<file path="src/rtl/mips_multicycle_ctrl.sv">
// Multicycle MIPS-subset control FSM: IDLE/FETCH/DECODE/EXEC/MEM/WB with memory timeout and retire counter.
// Optional macro MMC_ILLEGAL_TRAP_EN: illegal opcodes park the FSM in TRAP instead of retiring as a NOP.
module mips_multicycle_ctrl #(
  parameter int MEM_TIMEOUT = 15,
  parameter int CNT_W       = 16
) (
  input  logic             clock,
  input  logic             reset_n,
  input  logic             run,
  input  logic [3:0]       op_code,
  input  logic             alu_zero,
  input  logic             mem_ack,
  output logic             ir_write,
  output logic             pc_write,
  output logic             pc_branch,
  output logic             reg_dest,
  output logic             alu_src,
  output logic             mem_to_reg,
  output logic             reg_write,
  output logic             mem_read,
  output logic             mem_write,
  output logic [2:0]       alu_op,
  output logic             busy,
  output logic             mem_err,
  output logic             trap,
  output logic [2:0]       state,
  output logic [CNT_W-1:0] retired
);

  localparam int TW = $clog2(MEM_TIMEOUT + 1);
  localparam logic [TW-1:0] MEM_LAST = TW'(MEM_TIMEOUT - 1);

  localparam logic [3:0] OP_R    = 4'd0;
  localparam logic [3:0] OP_ADDI = 4'd1;
  localparam logic [3:0] OP_ANDI = 4'd2;
  localparam logic [3:0] OP_ORI  = 4'd3;
  localparam logic [3:0] OP_SLTI = 4'd4;
  localparam logic [3:0] OP_BEQ  = 4'd5;
  localparam logic [3:0] OP_BNE  = 4'd6;
  localparam logic [3:0] OP_LW   = 4'd7;
  localparam logic [3:0] OP_SW   = 4'd8;

  typedef enum logic [2:0] {
    S_IDLE   = 3'd0,
    S_FETCH  = 3'd1,
    S_DECODE = 3'd2,
    S_EXEC   = 3'd3,
    S_MEM    = 3'd4,
    S_WB     = 3'd5,
    S_TRAP   = 3'd6
  } state_e;

  state_e           state_q, state_d;
  logic [3:0]       op_q, op_d;
  logic [TW-1:0]    mem_cnt_q, mem_cnt_d;
  logic             mem_err_q, mem_err_d;
  logic [CNT_W-1:0] retired_q, retired_d;
  state_e           next_fetch;

  always_ff @(posedge clock or negedge reset_n) begin
    if (!reset_n) begin
      state_q   <= S_IDLE;
      op_q      <= 4'd0;
      mem_cnt_q <= '0;
      mem_err_q <= 1'b0;
      retired_q <= '0;
    end else begin
      state_q   <= state_d;
      op_q      <= op_d;
      mem_cnt_q <= mem_cnt_d;
      mem_err_q <= mem_err_d;
      retired_q <= retired_d;
    end
  end

  // Every instruction boundary re-checks run, so dropping it parks the FSM in IDLE.
  assign next_fetch = run ? S_FETCH : S_IDLE;

  always_comb begin
    state_d    = state_q;
    op_d       = op_q;
    mem_cnt_d  = mem_cnt_q;
    mem_err_d  = mem_err_q;
    retired_d  = retired_q;
    ir_write   = 1'b0;
    pc_write   = 1'b0;
    pc_branch  = 1'b0;
    reg_dest   = 1'b0;
    alu_src    = 1'b0;
    mem_to_reg = 1'b0;
    reg_write  = 1'b0;
    mem_read   = 1'b0;
    mem_write  = 1'b0;
    alu_op     = 3'd0;

    case (state_q)
      S_IDLE: begin
        if (run) state_d = S_FETCH;
      end
      S_FETCH: begin
        ir_write = 1'b1;
        pc_write = 1'b1;
        state_d  = S_DECODE;
      end
      S_DECODE: begin
        op_d = op_code;
        if (op_code <= OP_SW) begin
          state_d = S_EXEC;
        end else begin
`ifdef MMC_ILLEGAL_TRAP_EN
          state_d = S_TRAP;
`else
          state_d   = next_fetch;
          retired_d = retired_q + CNT_W'(1);
`endif
        end
      end
      S_EXEC: begin
        mem_cnt_d = '0;
        case (op_q)
          OP_R:    alu_op = 3'd7;
          OP_ANDI: alu_op = 3'd1;
          OP_ORI:  alu_op = 3'd2;
          OP_SLTI: alu_op = 3'd3;
          OP_BEQ,
          OP_BNE:  alu_op = 3'd4;
          default: alu_op = 3'd0;
        endcase
        alu_src = (op_q >= OP_ADDI && op_q <= OP_SLTI) || op_q == OP_LW || op_q == OP_SW;
        case (op_q)
          OP_LW, OP_SW: state_d = S_MEM;
          OP_BEQ, OP_BNE: begin
            pc_branch = (op_q == OP_BEQ) ? alu_zero : !alu_zero;
            state_d   = next_fetch;
            retired_d = retired_q + CNT_W'(1);
          end
          default: state_d = S_WB;
        endcase
      end
      S_MEM: begin
        mem_read  = (op_q == OP_LW);
        mem_write = (op_q == OP_SW);
        mem_cnt_d = mem_cnt_q + TW'(1);
        // An ack on the final allowed cycle wins over the timeout.
        if (mem_ack) begin
          if (op_q == OP_LW) begin
            state_d = S_WB;
          end else begin
            state_d   = next_fetch;
            retired_d = retired_q + CNT_W'(1);
          end
        end else if (mem_cnt_q == MEM_LAST) begin
          mem_err_d = 1'b1;
          state_d   = next_fetch;
        end
      end
      S_WB: begin
        reg_write  = 1'b1;
        reg_dest   = (op_q == OP_R);
        mem_to_reg = (op_q == OP_LW);
        state_d    = next_fetch;
        retired_d  = retired_q + CNT_W'(1);
      end
      S_TRAP: begin
`ifndef MMC_ILLEGAL_TRAP_EN
        state_d = S_IDLE;
`endif
      end
      default: state_d = S_IDLE;
    endcase
  end

  assign busy    = (state_q != S_IDLE);
  assign mem_err = mem_err_q;
  assign state   = state_q;
  assign retired = retired_q;
`ifdef MMC_ILLEGAL_TRAP_EN
  assign trap = (state_q == S_TRAP);
`else
  assign trap = 1'b0;
`endif

endmodule

</file>
<file path="config.mk">
export PLATFORM = sky130hd
export DESIGN_NAME = mips_multicycle_ctrl
export DESIGN_NICKNAME = d
export VERILOG_FILES = /design/src/rtl/mips_multicycle_ctrl.sv
export SDC_FILE = /design/constraint.sdc
export NUM_CORES = 1
export LEC_CHECK = 0
export CORE_ASPECT_RATIO = 0.5
export CORE_MARGIN = 10
export CORE_UTILIZATION = 50
export CTS_BUF_LIST = sky130_fd_sc_hd__clkbuf_2 sky130_fd_sc_hd__clkbuf_4 sky130_fd_sc_hd__clkbuf_8
export CTS_CLUSTER_DIAMETER = 100
export DETAILED_ROUTE_END_ITERATION = 8
export PLACE_DENSITY = 0.82
export SLEW_MARGIN = 20
export SYNTH_ARGS = -nofsm -noshare
export SYNTH_HDL_FRONTEND = slang
export SYNTH_SLANG_ARGS = --single-unit
</file>
<file path="constraint.sdc">
create_clock -name clock -period 1.89 [get_ports clock]
set_input_delay 0.378 -clock clock [delete_from_list [all_inputs] [get_ports clock]]
set_output_delay 0.378 -clock clock [all_outputs]
set_load 0.005 [all_outputs]
</file>
==> results.py <==
metrics = {
    "critical_path": {
        "critical_path_cell_count": 6,
        "path_common_cell": "buf_4",
        "ff2ff_path_depth": 8,
        "crit_chain": "buf_6, nand4b_1, buf_4, buf_4, nor2_2, buf_2",
        "cp.required_ns": 1.51,
        "max_stage_delay_ns": 0.46,
        "crit_path_end_kind": "output pin",
        "rrSetupSlack_ns": -0.03,
        "cp-start-kind": "flip-flop",
        "rr_startpoint": "op_q[1]$_DFFE_PN0P_",
        "crit_arrival_ns": 1.59,
        "crit_buf_inv": 4,
        "r2r_end": "retired[9]$_DFFE_PN0P_",
        "path_max_fanout": 6,
        "cpLargestDelayFamily": "buffers and inverters",
        "path_class": "flip-flop to output pin",
        "critPathSlowestCell": "dfrtp_2",
    },
    "timing": {
        "max_freq_mhz": 508,
        "period_needed_ns": 1.97,
        "drv_slew": 0,
        "setup_viol": 4,
        "tightest_slew_ns": 0.509,
        "fin_crit_sh_pct": 104,
        "finClkSkew_ns": 0.00704,
        "final.setup.worst_slack_ns": -0.0778,
        "hold_viol": 0,
        "rsz0062_at_grt": "true",
        "maxSlewHeadroom_pct": 65.8,
    },
    "route": {
        "vias_per_cell": 5.72,
        "wl_met3_um": 311,
        "post-route-drc-count": 0,
        "vias": 1573,
        "dr.pass1.iters": 4,
        "finalWirelength_um": 5390,
        "post_drt_wl_per_cell_um": 19.6,
        "wl_met1_um": 2260,
        "dr_wl_met2_um": 2750,
        "route.top_layer_used": "met4",
        "ant_nets": 0,
        "drtIter0Drc": 113,
    },
    "cts": {
        "cts_buffers": 3,
        "clk_pin_slew_ns": 0.10,
        "cts_tree": "built",
        "clk_latency_ns": 0.28,
        "cts_root_buffer": "clkbuf_8",
        "cts.sinks": 28,
        "clk_path_buf_depth": 2,
        "cts_max_level": 1,
    },
    "logic_synthesis": {
        "synth.cell_area_um2": 1650,
        "synth_cell_type_count": 45,
        "ys_warn_count": 0,
        "ys_async_sr_fraction_pct": 100,
        "synth_enable_flop_cells": 0,
        "avgSynthCellArea_um2": 10.3,
        "ys_seq_area_share_pct": 42.5,
        "synth-seq-cells": 28,
        "syn_inst": 161,
        "ys.flop_type": "dfrtp_1",
        "syn_nets": 173,
    },
    "floorplan": {
        "core.rowCount": 14,
        "io_pins": 43,
        "die_height_um": 60.6,
        "start_util_pct": 53.5,
        "core_um2": 3080,
        "die_area_um2": 6140,
        "die_x_um": 101,
    },
    "power": {
        "powerDensity_nw_per_um2": 1340,
        "vdd_drop_max_uv": 941,
        "power_mw": 3.41,
        "leakagePower_nw": 1.14,
    },
    "placed_design": {
        "gp_congestion": 0.805,
        "dp_cells": 255,
        "dp_hpwl_um": 3110,
        "io_buffers": 41,
    },
    "job": {
        "maxCapViolCount": 0,
    },
    "outcome": {
        "violations": "setup timing",
        "outcome": "complete, but fails checks",
    },
    "layout": {
        "antennaDiodeCount": 0,
        "drive_above_1_share_pct": 35.7,
        "area_growth_pct": 54.7,
        "nNetsFinal": 248,
        "stdcell_count": 275,
    },
    "global_route": {
        "grt_pass1_vias": 1587,
        "antenna_found_initial": 0,
        "grt_overflow": 0,
        "grt_usage_pct": 15.8,
        "grt_pass1_wl_um": 7900,
        "grt_start_max_net_pins": 29,
    },
    "min_path": {
        "hold_class": "input port to asynchronous set/reset pin",
    },
}
[metrics by stage]
step | util, % | hold slack, ns | instance area [um^2] | setup TNS (ns) | worst slack [ns]
final | 82.8 | 0.469 | 2550 | -0.142 | -0.0778
after global routing | 82.8 | 0.497 | 2550 | -0.921 | -0.113
after CTS | 77.0 | 0.474 | 2370 | -0.316 | -0.149
after detailed placement | 71.5 | 0.456 | 2200 | -1.71 | -0.246
after global placement | 71.5 | 0.457 | 2200 | -1.46 | -0.210
after floorplan | - | 0.0824 | 1650 | 0 | 0.198
[final cells by class]
| cell class | count | area [um^2] |
|---|---|---|
| Clock buffer | 3 | 41.3 |
| Clock inverter | 1 | 30.0 |
| Fill cell | 160 | 529 |
| Inverter | 7 | 26.3 |
| Multi-Input combinational cell | 121 | 1050 |
| Sequential cell | 28 | 706 |
| Tap cell | 40 | 50.0 |
| Timing Repair Buffer | 75 | 648 |
[cell usage in the layout (no fill, tap or decap), types with 3 or more instances in the layout]
| master | instances |
|---|---|
| nand2b_1 | 3 |
| xnor2_1 | 6 |
| a211oi_2 | 7 |
| nand2_1 | 9 |
| nand3_1 | 6 |
| dfrtp_2 | 4 |
| inv_1 | 7 |
| buf_2 | 7 |
| dfrtp_1 | 24 |
| ha_1 | 3 |
| dlygate4sd2_1 | 3 |
| nor2b_1 | 4 |
| a21oi_1 | 4 |
| o21ai_0 | 7 |
| nor2_1 | 9 |
| clkdlybuf4s50_1 | 28 |
| clkbuf_8 | 3 |
| buf_4 | 27 |
| buf_6 | 7 |
| nor3b_1 | 3 |
| mux2_2 | 5 |
| xor2_1 | 9 |
[flip-flops by register name (all words and copies together) (netlist names)]
register / cells
retired: 16
op_q: 4
mem_cnt_q: 4
mem_err: 1
state: 3
[logic make-up after synthesis]
family | synth area share, %
and+or+nand+nor | 21.2
muxes | 4.02
DFF | 42.5
buffers and inverters | 5.08
other | 0.227
AOI/OAI and AO/OA | 15.2
adders and majority gates | 2.88
xor gates and xnor gates | 8.95
[where the power goes]
part	switching, mW	internal, mW
combinational	0.935	1.02
sequential	0.222	0.750
clock	0.204	0.284
total	1.36	2.05
[timing repair]
item                       in CTS  in global routing
setup buffers                   8                  6
hold buffers                    0                  0
pin swaps                       7                 12
cloned                          1                  1
gates resized for setup        39                 41
setup endpoints to repair      14                 23
[synthesized netlist by cell type (2+ instances only)]
library cell / instances / area [um^2]
buf_6: 3 / 33.8
nor2_1: 11 / 41.3
o21ai_0: 8 / 40.0
a211oi_1: 9 / 67.6
xor2_1: 9 / 78.8
and4_1: 2 / 17.5
nor3_1: 3 / 15.0
buf_4: 2 / 15.0
nand2_1: 11 / 41.3
nor3b_1: 5 / 37.5
mux2_2: 5 / 56.3
and2b_1: 2 / 15.0
o31ai_1: 2 / 15.0
nand3_1: 6 / 30.0
a21oi_1: 4 / 20.0
xnor2_1: 6 / 52.6
nand4b_1: 2 / 17.5
nor2b_1: 4 / 25.0
nand4_1: 2 / 12.5
nand2b_1: 4 / 25.0
dfrtp_1: 28 / 701
ha_1: 3 / 37.5
a21o_1: 2 / 15.0
inv_1: 7 / 26.3
[how the worst max path moves through the flow]
stage                     end                 start
finish               mem_read   op_q[1]$_DFFE_PN0P_
global route         mem_read   op_q[1]$_DFFE_PN0P_
CTS                   alu_src   op_q[0]$_DFFE_PN0P_
detailed placement  pc_branch              alu_zero
global placement    pc_branch              alu_zero
floorplan           alu_op[0]  state[2]$_DFFE_PN0P_
[metal layers]
layer / track usage [%] / vias up
met2: 28.0 / 48
met1: 18.3 / 797
met4: 4.34 / 0
met5: 0 / -
met3: 4.88 / 6
li1: - / 722
No activity file was read; power rests on OpenSTA's default activity.
